==> src/rtl/loop_gain_demod.sv <==
// loop_gain_demod
//   Quadrature demodulator for the loop-gain stability bench. Both node
//   samples arrive at 4x the injection frequency. Each channel is mixed with
//   the 4-phase I/Q references and accumulated over 2^LOG2_N injection
//   periods. The block then reports I/Q, magnitude estimates, a gain >= 1
//   flag and the coarse loop-phase quadrant.
//
// Ports
//   clk, rst            sample clock, asynchronous active-high reset
//   start               request a measurement (taken only while not busy)
//   in_valid            in_sample / out_sample valid this cycle
//   in_sample           signed loop-input node sample
//   out_sample          signed loop-output node sample
//   busy                measurement in progress (SETTLE, ACCUM, CALC)
//   done                one-cycle pulse, results valid
//   i_in, q_in          signed demodulated loop-input I/Q
//   i_out, q_out        signed demodulated loop-output I/Q
//   mag_in, mag_out     unsigned magnitude estimates
//   gain_ge_one         mag_out >= mag_in
//   phase_quad          quadrant of the output vector relative to the input vector
module loop_gain_demod #(
  parameter  int DATA_W = 12,
  parameter  int LOG2_N = 8,
  parameter  int SETTLE = 64,
  localparam int ACC_W  = DATA_W + LOG2_N + 2
) (
  input  logic                     clk,
  input  logic                     rst,
  input  logic                     start,
  input  logic                     in_valid,
  input  logic signed [DATA_W-1:0] in_sample,
  input  logic signed [DATA_W-1:0] out_sample,
  output logic                     busy,
  output logic                     done,
  output logic signed [ACC_W-1:0]  i_in,
  output logic signed [ACC_W-1:0]  q_in,
  output logic signed [ACC_W-1:0]  i_out,
  output logic signed [ACC_W-1:0]  q_out,
  output logic        [ACC_W-1:0]  mag_in,
  output logic        [ACC_W-1:0]  mag_out,
  output logic                     gain_ge_one,
  output logic        [1:0]        phase_quad
);

  localparam int CNT_W = LOG2_N + 2;
  localparam int SET_W = (SETTLE > 1) ? $clog2(SETTLE) : 1;
  localparam logic [SET_W-1:0] SET_LAST = (SETTLE > 0) ? SET_W'(SETTLE - 1) : '0;
  localparam logic [CNT_W-1:0] CNT_LAST = '1;

  typedef enum logic [2:0] {
    S_IDLE   = 3'd0,
    S_SETTLE = 3'd1,
    S_ACCUM  = 3'd2,
    S_CALC   = 3'd3,
    S_DONE   = 3'd4
  } state_t;

  // |v|; the most negative code cannot occur because the accumulator has headroom.
  function automatic logic [ACC_W-1:0] f_abs(input logic signed [ACC_W-1:0] v);
    f_abs = v[ACC_W-1] ? $unsigned(-v) : $unsigned(v);
  endfunction

  // max(|i|,|q|) + floor(min(|i|,|q|)/2)
  function automatic logic [ACC_W-1:0] f_mag(input logic signed [ACC_W-1:0] i_v,
                                             input logic signed [ACC_W-1:0] q_v);
    logic [ACC_W-1:0] a_v;
    logic [ACC_W-1:0] b_v;
    a_v = f_abs(i_v);
    b_v = f_abs(q_v);
    if (a_v >= b_v) f_mag = a_v + {1'b0, b_v[ACC_W-1:1]};
    else            f_mag = b_v + {1'b0, a_v[ACC_W-1:1]};
  endfunction

  // Quadrant 0..3 counter-clockwise: {Q<0, I<0 xor Q<0} yields 0,1,2,3 directly.
  function automatic logic [1:0] f_quad(input logic signed [ACC_W-1:0] i_v,
                                        input logic signed [ACC_W-1:0] q_v);
    f_quad = {q_v[ACC_W-1], i_v[ACC_W-1] ^ q_v[ACC_W-1]};
  endfunction

  state_t                    r_state;
  state_t                    w_next;
  state_t                    w_first;
  logic                      w_accept;
  logic [SET_W-1:0]          r_set_cnt;
  logic [CNT_W-1:0]          r_cnt;
  logic signed [ACC_W-1:0]   r_acc_i_in, r_acc_q_in, r_acc_i_out, r_acc_q_out;
  logic signed [ACC_W-1:0]   w_in_ext, w_out_ext;
  logic [ACC_W-1:0]          w_mag_in, w_mag_out;
  logic [1:0]                w_quad_in, w_quad_out;
  logic                      r_busy, r_done, r_gge;
  logic signed [ACC_W-1:0]   r_i_in, r_q_in, r_i_out, r_q_out;
  logic [ACC_W-1:0]          r_mag_in, r_mag_out;
  logic [1:0]                r_phase;

  assign w_accept  = start && ((r_state == S_IDLE) || (r_state == S_DONE));
  assign w_first   = (SETTLE == 0) ? S_ACCUM : S_SETTLE;
  assign w_in_ext  = {{(ACC_W-DATA_W){in_sample[DATA_W-1]}}, in_sample};
  assign w_out_ext = {{(ACC_W-DATA_W){out_sample[DATA_W-1]}}, out_sample};
  assign w_mag_in   = f_mag(r_acc_i_in, r_acc_q_in);
  assign w_mag_out  = f_mag(r_acc_i_out, r_acc_q_out);
  assign w_quad_in  = f_quad(r_acc_i_in, r_acc_q_in);
  assign w_quad_out = f_quad(r_acc_i_out, r_acc_q_out);

  // State register
  always_ff @(posedge clk or posedge rst) begin
    if (rst) r_state <= S_IDLE;
    else     r_state <= w_next;
  end

  // Next-state logic
  always_comb begin
    w_next = r_state;
    case (r_state)
      S_IDLE: begin
        if (w_accept) w_next = w_first;
        else          w_next = S_IDLE;
      end
      S_SETTLE: begin
        if (in_valid && (r_set_cnt == SET_LAST)) w_next = S_ACCUM;
        else                                     w_next = S_SETTLE;
      end
      S_ACCUM: begin
        if (in_valid && (r_cnt == CNT_LAST)) w_next = S_CALC;
        else                                 w_next = S_ACCUM;
      end
      S_CALC:  w_next = S_DONE;
      S_DONE: begin
        if (w_accept) w_next = w_first;
        else          w_next = S_IDLE;
      end
      default: w_next = S_IDLE;
    endcase
  end

  // Counters and I/Q accumulators; only valid samples advance them
  always_ff @(posedge clk or posedge rst) begin
    if (rst) begin
      r_set_cnt   <= '0;
      r_cnt       <= '0;
      r_acc_i_in  <= '0;
      r_acc_q_in  <= '0;
      r_acc_i_out <= '0;
      r_acc_q_out <= '0;
    end else if (w_accept) begin
      r_set_cnt   <= '0;
      r_cnt       <= '0;
      r_acc_i_in  <= '0;
      r_acc_q_in  <= '0;
      r_acc_i_out <= '0;
      r_acc_q_out <= '0;
    end else begin
      if ((r_state == S_SETTLE) && in_valid) begin
        r_set_cnt <= r_set_cnt + SET_W'(1);
      end
      if ((r_state == S_ACCUM) && in_valid) begin
        r_cnt <= r_cnt + CNT_W'(1);
        // phase p = r_cnt mod 4: I ref +1,0,-1,0 ; Q ref 0,-1,0,+1
        case (r_cnt[1:0])
          2'd0: begin
            r_acc_i_in  <= r_acc_i_in  + w_in_ext;
            r_acc_i_out <= r_acc_i_out + w_out_ext;
          end
          2'd1: begin
            r_acc_q_in  <= r_acc_q_in  - w_in_ext;
            r_acc_q_out <= r_acc_q_out - w_out_ext;
          end
          2'd2: begin
            r_acc_i_in  <= r_acc_i_in  - w_in_ext;
            r_acc_i_out <= r_acc_i_out - w_out_ext;
          end
          2'd3: begin
            r_acc_q_in  <= r_acc_q_in  + w_in_ext;
            r_acc_q_out <= r_acc_q_out + w_out_ext;
          end
          default: begin
            r_acc_i_in  <= r_acc_i_in;
          end
        endcase
      end
    end
  end

  // Status flags, registered from the next state so they line up with it
  always_ff @(posedge clk or posedge rst) begin
    if (rst) begin
      r_busy <= 1'b0;
      r_done <= 1'b0;
    end else begin
      r_busy <= (w_next == S_SETTLE) || (w_next == S_ACCUM) || (w_next == S_CALC);
      r_done <= (w_next == S_DONE);
    end
  end

  // Result registers, loaded on the edge leaving CALC and held until the next one
  always_ff @(posedge clk or posedge rst) begin
    if (rst) begin
      r_i_in    <= '0;
      r_q_in    <= '0;
      r_i_out   <= '0;
      r_q_out   <= '0;
      r_mag_in  <= '0;
      r_mag_out <= '0;
      r_gge     <= 1'b0;
      r_phase   <= 2'd0;
    end else if (r_state == S_CALC) begin
      r_i_in    <= r_acc_i_in;
      r_q_in    <= r_acc_q_in;
      r_i_out   <= r_acc_i_out;
      r_q_out   <= r_acc_q_out;
      r_mag_in  <= w_mag_in;
      r_mag_out <= w_mag_out;
      r_gge     <= (w_mag_out >= w_mag_in);
      r_phase   <= w_quad_out - w_quad_in;
    end
  end

  assign busy        = r_busy;
  assign done        = r_done;
  assign i_in        = r_i_in;
  assign q_in        = r_q_in;
  assign i_out       = r_i_out;
  assign q_out       = r_q_out;
  assign mag_in      = r_mag_in;
  assign mag_out     = r_mag_out;
  assign gain_ge_one = r_gge;
  assign phase_quad  = r_phase;

endmodule
==> config.mk <==
export PLATFORM = sky130hd
export DESIGN_NAME = loop_gain_demod
export DESIGN_NICKNAME = d
export VERILOG_FILES = /design/src/rtl/loop_gain_demod.sv
export SDC_FILE = /design/constraint.sdc
export NUM_CORES = 1
export LEC_CHECK = 0
export BUFFER_PORTS_ARGS = -buffer_cell sky130_fd_sc_hd__buf_2
export CORE_ASPECT_RATIO = 0.5
export CORE_MARGIN = 5
export CORE_UTILIZATION = 66
export DETAILED_ROUTE_END_ITERATION = 16
export MAX_ROUTING_LAYER = met4
export PLACE_DENSITY = 0.86
export REMOVE_ABC_BUFFERS = 1
export SYNTH_ARGS = -nofsm -noshare
export SYNTH_HDL_FRONTEND = slang
export SYNTH_SLANG_ARGS = --single-unit
==> constraint.sdc <==
create_clock -name clk -period 24.6 [get_ports clk]
set_input_delay 4.92 -clock clk [delete_from_list [all_inputs] [get_ports clk]]
set_output_delay 4.92 -clock clk [all_outputs]
set_load 0.02 [all_outputs]
## After elaboration in Yosys (flattened, before gate mapping)

Cells that the tools add are included.

| cells by class | value |
|---|---|
| reduce and logical (&&, ||, !) cells | 17 |
| order comparisons | 3 |
| bitwise operators | 2 |
| add/sub/neg operators | 19 |
| eq/ne operators | 13 |
| muxes and demuxes | 26 |

Operators with widths:

| operator | count |
|---|---|
| $mux W22 | 14 |
| $pmux W22 S2 | 4 |
| $add A22 B12 Y22 | 4 |
| $add A22 B21 Y22 | 4 |
| $neg A22 Y22 | 4 |
| $sub A22 B12 Y22 | 4 |
| $ge A22 B22 Y1 | 3 |
| $mux W10 | 2 |
| $eq A3 B2 Y1 const B | 4 |
| $mux W6 | 2 |
| $pmux W3 S4 | 1 |
| $add A10 B1 Y10 const B | 1 |
| $eq A10 B10 Y1 const B | 1 |
| $add A6 B1 Y6 const B | 1 |
| $eq A3 B1 Y1 const B | 2 |
| $eq A3 B3 Y1 const B | 2 |
| $eq A6 B6 Y1 const B | 1 |
| $reduce_bool A3 Y1 | 2 |
| $logic_and A1 B1 Y1 | 5 |
| $eq A2 B2 Y1 const B | 2 |
| $reduce_and A2 Y1 | 2 |
| $reduce_bool A2 Y1 | 2 |
| $logic_not A3 Y1 | 1 |
| $logic_or A1 B1 Y1 | 3 |
| other kinds (7) | 9 |

| storage, ports and cells | value |
|---|---|
| bits in registers | 244 |
| logic and storage cells | 97 |
| output and inout port bits | 137 |
| input port bits | 28 |

## Longest topological paths before layout

Gate-level depths: netlist (run 1).

| logic depth | value |
|---|---|
| depth after elaboration | 8 |
| mapped depth | 31 |
| depth with buffers taken out | 30 |

## Worst setup path after synthesis (run 1)

Ideal clock, no wire load.

| path | value |
|---|---|
| path type | input port to flip-flop |
| start point | in in_sample[2] |
| end point | reg r_acc_q_in[21] |
| buffers on the path | 0 |
| arrival | 8700 ps |
| required time | 24480 ps |
| slack | 15780 ps |
| cell stages on the path | 17 |
| library setup time | 120 ps |
| path through | nor2_1 -> nor4b_1 -> nor3b_1 -> nor4bb_1 -> or3_1 -> nand2_1 -> ha_1 -> a21o_1 -> a2111oi_0 -> o211ai_1 -> a31oi_1 -> nor2b_1 -> o21a_1 -> o41ai_1 -> xnor2_1 -> a211oi_1 -> a31o_2 |

| between the ends | value |
|---|---|
| cells in the longest elaborated chain, start to end | 4 |
| elaborated cells on any way between the ends | 5 |
| those cells by class | add/sub (2); mux (3) |

Ends and longest elaborated chain:

| item | line | RTL |
|---|---|---|
| start: declaration | 31 | `input logic signed [DATA_W-1:0] in_sample,` |
| $add A22 B12 Y22 or $sub A22 B12 Y22 (tied branches) | 172, 164 |  |
| $pmux W22 S2 (*) | 158 | `case (r_cnt[1:0])` |
| $mux W22 (*) | 155 | `if ((r_state == S_ACCUM) && in_valid) begin` |
| $mux W22 (*) | 144 | `end else if (w_accept) begin` |
| end signal: assignment | 164 | `r_acc_q_in <= r_acc_q_in - w_in_ext;` |
| end signal: assignment | 172 | `r_acc_q_in <= r_acc_q_in + w_in_ext;` |
| end: declaration | 86 | `logic signed [ACC_W-1:0] r_acc_i_in, r_acc_q_in, r_acc_i_out, r_acc_q_out;` |

Mark *: on every way between the ends. The rest lies on a longest branch, timed or not. The select of a mux whose other input is x is not followed.
A chain may end at the register's enable or synchronous reset.

## Worst setup path after layout (run 1)

| path | value |
|---|---|
| start point | in out_sample[2] |
| end point | reg r_acc_q_out[21] |

| between the ends | value |
|---|---|
| cells in the longest elaborated chain, start to end | 4 |
| elaborated cells on any way between the ends | 5 |
| those cells by class | add/sub (2); mux (3) |

Ends and longest elaborated chain:

| item | line | RTL |
|---|---|---|
| start: declaration | 32 | `input logic signed [DATA_W-1:0] out_sample,` |
| $add A22 B12 Y22 or $sub A22 B12 Y22 (tied branches) | 173, 165 |  |
| $pmux W22 S2 (*) | 158 |  |
| $mux W22 (*) | 155 |  |
| $mux W22 (*) | 144 |  |
| end signal: assignment | 165 | `r_acc_q_out <= r_acc_q_out - w_out_ext;` |
| end signal: assignment | 173 | `r_acc_q_out <= r_acc_q_out + w_out_ext;` |
| end: declaration | 86 |  |

Marked as above.

==> metrics.md, run 1 <==
| Metric | Value |
|---|---|
| Outcome | `finished clean` |
| Post-synth cell types | `83` |
| Final Hold Fails | `0` |
| Via density | `6.14` |
| CTS tree | `done` |
| Post-cts resize count | `0` |
| Fmax | `108 MHz` |
| RSZ-0062 raised after global routing | `false` |
| EDFF count, synth | `0` |
| Port-buffer cells | `164` |
| Clk sinks | `244` |
| Die area | `36500 um2` |
| Clock transition at path regs | `0.07 ns` |
| Max_slew headroom | `0.328` |
| Die Width | `265 um` |
| GR Overflow Total | `0` |
| Max-cap violation count | `0` |
| CP Depth | `19` |
| Synth Area per Inst | `8.13 um2` |
| Global-route wire length before repair | `95.0 mm` |
| Design Area, Final | `23500 um2` |
| Placer Congestion | `0.948` |
| YS warnings | `0` |
| Row count | `46` |
| Post-synth top area share | `0.284` |
| Number of cells on the worst reg-to-reg path | `27` |
| Layout net count | `2999` |
| Core ar. | `31900 um2` |
| Fill count | `2447` |
| Post-synth top area cell | `dfrtp_1` |
| Largest net degree at the start of global routing | `115` |
| Chip height | `138 um` |
| Multi-input gate area | `14600 um2` |
| DR pass1 iterations | `5` |
| Average wire per standard cell | `18.3 um` |
| Clock Skews | `0.0225 ns` |
| CTS buffer count | `24` |
| # DRC | `0` |
| Crit path largest cell delay | `0.58 ns` |
| Ports | `165` |
| WP buf/inv | `2` |
| Iter 0 DRT Violations | `1554` |
| Seq. cell area | `6110 um2` |
| Cell Area, Synth | `21500 um2` |
| Worst EP required | `25.04 ns` |
| Max-slew violation count | `0` |
| Async S/R FF share, synth | `1.00` |
| CP Cell Sequence | `buf_2 > nor2_1 > nor4b_1 > nor3b_1 > nor3b_1 > nor3b_1 > nor3_1 > a21oi_1 > inv_1 > ha_1 > a21o_1 > a21oi_1 > nand2_1 > a31oi_1 > or3_1 > o21ai_0 > mux2i_1 > a21oi_1 > nand2b_1` |
| Clk buf depth | `3` |
| Total Wirelength | `58.5 mm` |
| Sequential share of the synthesized area | `0.284` |
| HPWL Detailed | `44.4 mm` |
| Synthesized flop and latch total | `244` |
| Main synth FF type | `dfrtp_1` |
| Clock Latency Late Sink | `0.56 ns` |
| Hold crit path type | `reg -> reg` |
| Gr usage total | `0.324` |
| Least-Margin Pin Slew | `0.993 ns` |
| DP Area | `22600 um2` |
| Final setup violation count | `0` |
| Area grow syn2layout | `9.41%` |
| Setup Fix Bufs, Post-CTS | `0` |
| CP endpoint kind | `flip-flop` |
| Critical path's slowest cell | `nor4b_1` |
| Root buf cell | `clkbuf_16` |
| Critical path type | `in -> reg` |
| CP top delay family | `simple AND/OR/NAND/NOR gates` |
| Hold buffer count at cts | `0` |
| Synth top area cells | `dfrtp_1, ha_1, nand2_1` |
| Aggregate negative setup slack | `0 ns` |
| Synth Instances | `2648` |
| Deepest level of the CTS H-tree | `1` |
| Critical Path AT | `9.70 ns` |
| WHS Path Cells | `2` |
| Initial antenna violation count | `4` |
| Startpoint types | `input pin` |
| Worst Path Max Fanout | `7` |
| Initial Util | `0.675` |
| ANT nets after route | `0` |
| Final min period | `9.27 ns` |
| Share of cells above drive strength 1 | `0.105` |
| Vias in the first global route | `18854` |
| Fin crit share | `0.377` |
| Via count | `19682` |
==> cell usage after synthesis (all sizes together) (6+ instances only) <==
| cell | instances |
|---|---|
| nand2 | 439 |
| dfrtp | 244 |
| ha | 215 |
| a21oi | 207 |
| o21ai | 182 |
| nor2 | 172 |
| xnor2 | 167 |
| inv | 120 |
| xor2 | 118 |
| clkbuf | 85 |
| nand3 | 67 |
| a21o | 54 |
| nor3 | 47 |
| mux2 | 36 |
| nand2b | 34 |
| o31ai | 32 |
| a211oi | 25 |
| mux2i | 24 |
| buf | 23 |
| o21a | 23 |
| and3 | 22 |
| nor2b | 22 |
| o21bai | 22 |
| or3 | 21 |
| a31oi | 20 |
| nand4 | 17 |
| o41ai | 17 |
| or4 | 17 |
| nor3b | 13 |
| maj3 | 12 |
| o211ai | 12 |
| or2 | 12 |
| nor4 | 11 |
| and2 | 9 |
| fa | 8 |
| a211o | 6 |
| a22oi | 6 |
| nand3b | 6 |
| nor4b | 6 |
==> cells in the final DEF (no fill, tap or decap), drive strengths merged, types with 33 or more instances in the layout <==
master	n
a21o	54
a21oi	207
buf	182
clkbuf	33
dfrtp	244
ha	215
inv	119
mux2	36
nand2	439
nand2b	34
nand3	67
nor2	172
nor3	47
o21ai	182
xnor2	167
xor2	118
==> worst paths after layout <==
kind	end	from	slack, ns
worst max-delay path	r_acc_q_out[21]	out_sample[2]	15.33
worst min-delay path	i_out[20]	i_out[20]	0.47
worst max register to register	gain_ge_one	r_acc_i_out[3]	17.20
worst min register to register	i_out[20]	i_out[20]	0.47
max in group asynchronous	mag_in[9]	rst	18.67
min in group asynchronous	r_set_cnt[3]	rst	4.52
==> area by class of cell <==
type | count | area share
repair buffers | 182 | 0.0406
flip-flops and latches | 244 | 0.259
well taps | 432 | 0.0230
diodes | 6 | 0.000638
multi-input cells | 2176 | 0.619
clock buffers | 33 | 0.0304
clock inverters | 11 | 0.00712
inverters | 120 | 0.0195
==> registers in the layout (all words and copies together), names as in the netlist <==
register,cells
i_in,22
i_out,22
mag_in,22
mag_out,22
q_in,22
q_out,22
r_acc_i_in,22
r_acc_i_out,22
r_acc_q_in,22
r_acc_q_out,22
r_cnt,10
r_set_cnt,6
r_state,3
phase_quad,2
busy,1
done,1
gain_ge_one,1
==> per-layer routing <==
layer | vias up | wire [um] | track usage
met5 | - | 0 | -
met1 | 9372 | 26300 | 0.439
met3 | 107 | 4750 | 0.0542
met2 | 649 | 26200 | 0.519
met4 | 0 | 1250 | 0.0752
li1 | 9554 | - | -
==> kinds of logic after synthesis <==
logic type | share of synthesized area
compound gates | 0.196
mux | 0.0300
xor+xnor | 0.117
flops | 0.284
simple gates | 0.195
buf+inv | 0.0406
fa+ha+maj | 0.138
==> worst register-to-register path: stages (launching register included) <==
cell and delay, ns:
dfrtp_1 0.49, or4_1 0.71, or3_1 0.51, o31ai_1 0.32
xnor2_1 0.18, ha_1 0.31, o21a_1 0.11, o21a_1 0.11
o21ai_0 0.08, a31oi_1 0.17, o211ai_1 0.12, a211o_1 0.36
a31oi_1 0.14, o221ai_1 0.16, maj3_2 0.36, o21bai_4 0.62
mux2i_1 0.71, ha_1 0.38, nand4_1 0.13, nor2_1 0.07
nor2_1 0.10, a21o_1 0.17, a21oi_1 0.09, a211oi_1 0.28
nor2_1 0.08, a211oi_1 0.27, o2111ai_1 0.14, o21a_1 0.15
==> stage by stage <==
step	setup WS, ns	util	std cells	hold slack, ns
global route	14.81	0.738	3202	0.489
detailed placement	14.82	0.710	3154	0.457
floorplan	12.98	-	2540	0.455
finish	15.33	0.738	3204	0.471
CTS	15.39	0.738	3198	0.475
global placement	14.88	0.710	3154	0.453
Power of run 1 is left out: the tool's default activity adds up to more than one toggle a clock period on the data nets, which glitch-free logic cannot reach.
==> inputs of run 2 (changes only) <==
- CORE_UTILIZATION: 66 -> 56
- PLACE_DENSITY: 0.86 -> 0.78
- clock period: 24.6 -> 8 ns (I/O delays scaled with it)
==> metrics.md, run 2 (synthesis results as in run 1) <==
| Metric | Value |
|---|---|
| Outcome | `finished clean` |
| Hold buffer count at cts | `0` |
| Clock Latency Late Sink | `0.57 ns` |
| Post-cts resize count | `0` |
| Root buf cell | `clkbuf_16` |
| ANT nets after route | `0` |
| Critical path type | `reg -> reg` |
| Worst Path Max Fanout | `22` |
| Setup Fix Bufs, Post-CTS | `0` |
| Clk buf depth | `3` |
| Initial antenna violation count | `5` |
| Seq. cell area | `6110 um2` |
| Final setup violation count | `0` |
| Total Wirelength | `60.4 mm` |
| Largest net degree at the start of global routing | `161` |
| Fin crit share | `0.857` |
| Worst hold start | `q_out[13]` |
| CTS tree | `done` |
| Die area | `42700 um2` |
| Placer Congestion | `0.970` |
| CP Cell Sequence | `or4_1 > o41ai_1 > xor2_1 > inv_1 > ha_1 > o21ai_0 > a31oi_1 > o211ai_1 > a211o_1 > a31oi_1 > o221ai_1 > maj3_2 > o21bai_4 > mux2_1 > ha_1 > a21o_1 > a21o_1 > a21oi_1 > a21oi_1 > a211oi_1 > nor2_1 > a211oi_1 > o2111ai_1 > o21a_1` |
| Ports | `165` |
| GR Overflow Total | `0` |
| DR pass1 iterations | `5` |
| Leading cell type in the layout, fill and taps excluded | `nand2_1` |
| Row count | `50` |
| Crit path largest cell delay | `0.70 ns` |
| Final min period | `6.86 ns` |
| Deepest level of the CTS H-tree | `1` |
| RSZ-0062 raised after global routing | `false` |
| Layout Utilization | `0.631` |
| Layout net count | `2997` |
| Core ar. | `37700 um2` |
| Startpoint types | `flip-flop` |
| Average wire per standard cell | `18.4 um` |
| Max-slew violation count | `0` |
| Fmax | `146 MHz` |
| Share of cells above drive strength 1 | `0.104` |
| Clock transition at path regs | `0.08 ns` |
| Critical path's slowest cell | `or4_1` |
| Least-Margin Pin Slew | `1.08 ns` |
| Via count | `19731` |
| Hold crit path type | `reg -> reg` |
| # DRC | `0` |
| Global-route wire length before repair | `98.7 mm` |
| CP endpoint kind | `flip-flop` |
| Clock Skews | `0.0268 ns` |
| Iter 0 DRT Violations | `1631` |
| Gr usage total | `0.288` |
| Clk sinks | `244` |
| RR Startpoint | `r_acc_i_out[3]` |
| Fill count | `3340` |
| Final Hold Fails | `0` |
| Die Width | `287 um` |
| Chip height | `149 um` |
| CTS buffer count | `25` |
| Crit path launch | `r_acc_i_out[3]` |
| Critical Path AT | `7.32 ns` |
| Area grow syn2layout | `10.4%` |
| Max-cap violation count | `0` |
| Initial Util | `0.571` |
| Commonest non-fill, non-tap cells in the layout | `nand2_1, dfrtp_1, ha_1` |
| Multi-input gate area | `14600 um2` |
| Vias in the first global route | `18887` |
| Via density | `6.00` |
| Port-buffer cells | `164` |
| HPWL Detailed | `45.4 mm` |
| Worst EP required | `8.46 ns` |
| Worst slack, placed | `1.18 ns` |
| Final worst slack | `1.14 ns` |
| Max_slew headroom | `0.282` |
-- run 2: worst max-delay path: cells and delay by family (launching register included) --
family	cells	cell delay, ns
buf+inv	1	0.18
flops	1	0.46
fa+ha+maj	3	1.04
mux	1	0.44
simple gates	2	0.78
compound gates	16	3.33
xor+xnor	1	0.53
-- run 2: layout make-up --
class                   count  share of cell area
clock inverters            16              0.0140
diodes                      4            0.000421
flip-flops and latches    244               0.257
multi-input cells        2176               0.614
repair buffers            179              0.0398
inverters                 120              0.0193
clock buffers              28              0.0281
well taps                 520              0.0274
-- run 2: through the flow --
stage	hold WS, ns	cells	setup TNS, ns	area, um2
floorplan	0.455	2540	-73.57	21100
global placement	0.454	3239	0	22700
detailed placement	0.458	3239	0	22700
CTS	0.474	3283	0	23700
global route	0.491	3287	0	23800
finish	0.470	3287	0	23800
-- run 2: worst paths after layout --
check / to / slack [ns] / depth (start not counted)
setup reg to reg: gain_ge_one / 1.14 / 24
hold reg to reg: q_out[13] / 0.47 / 2
hold / removal: q_out[13] / 0.47 / 2
max in group asynchronous: mag_in[21] / 5.59 / 3
setup / recovery: gain_ge_one / 1.14 / 24
min in group asynchronous: r_set_cnt[5] / 1.11 / 2
-- run 2: metal layers --
| layer | vias up | global-route usage | part of all wire |
|---|---|---|---|
| met1 | 9438 | 0.400 | 0.46 |
| met5 | - | - | 0 |
| met4 | 0 | 0.0689 | 0.026 |
| li1 | 9538 | - | - |
| met3 | 108 | 0.0426 | 0.078 |
| met2 | 647 | 0.448 | 0.44 |
Power of run 2 is left out for the same reason.
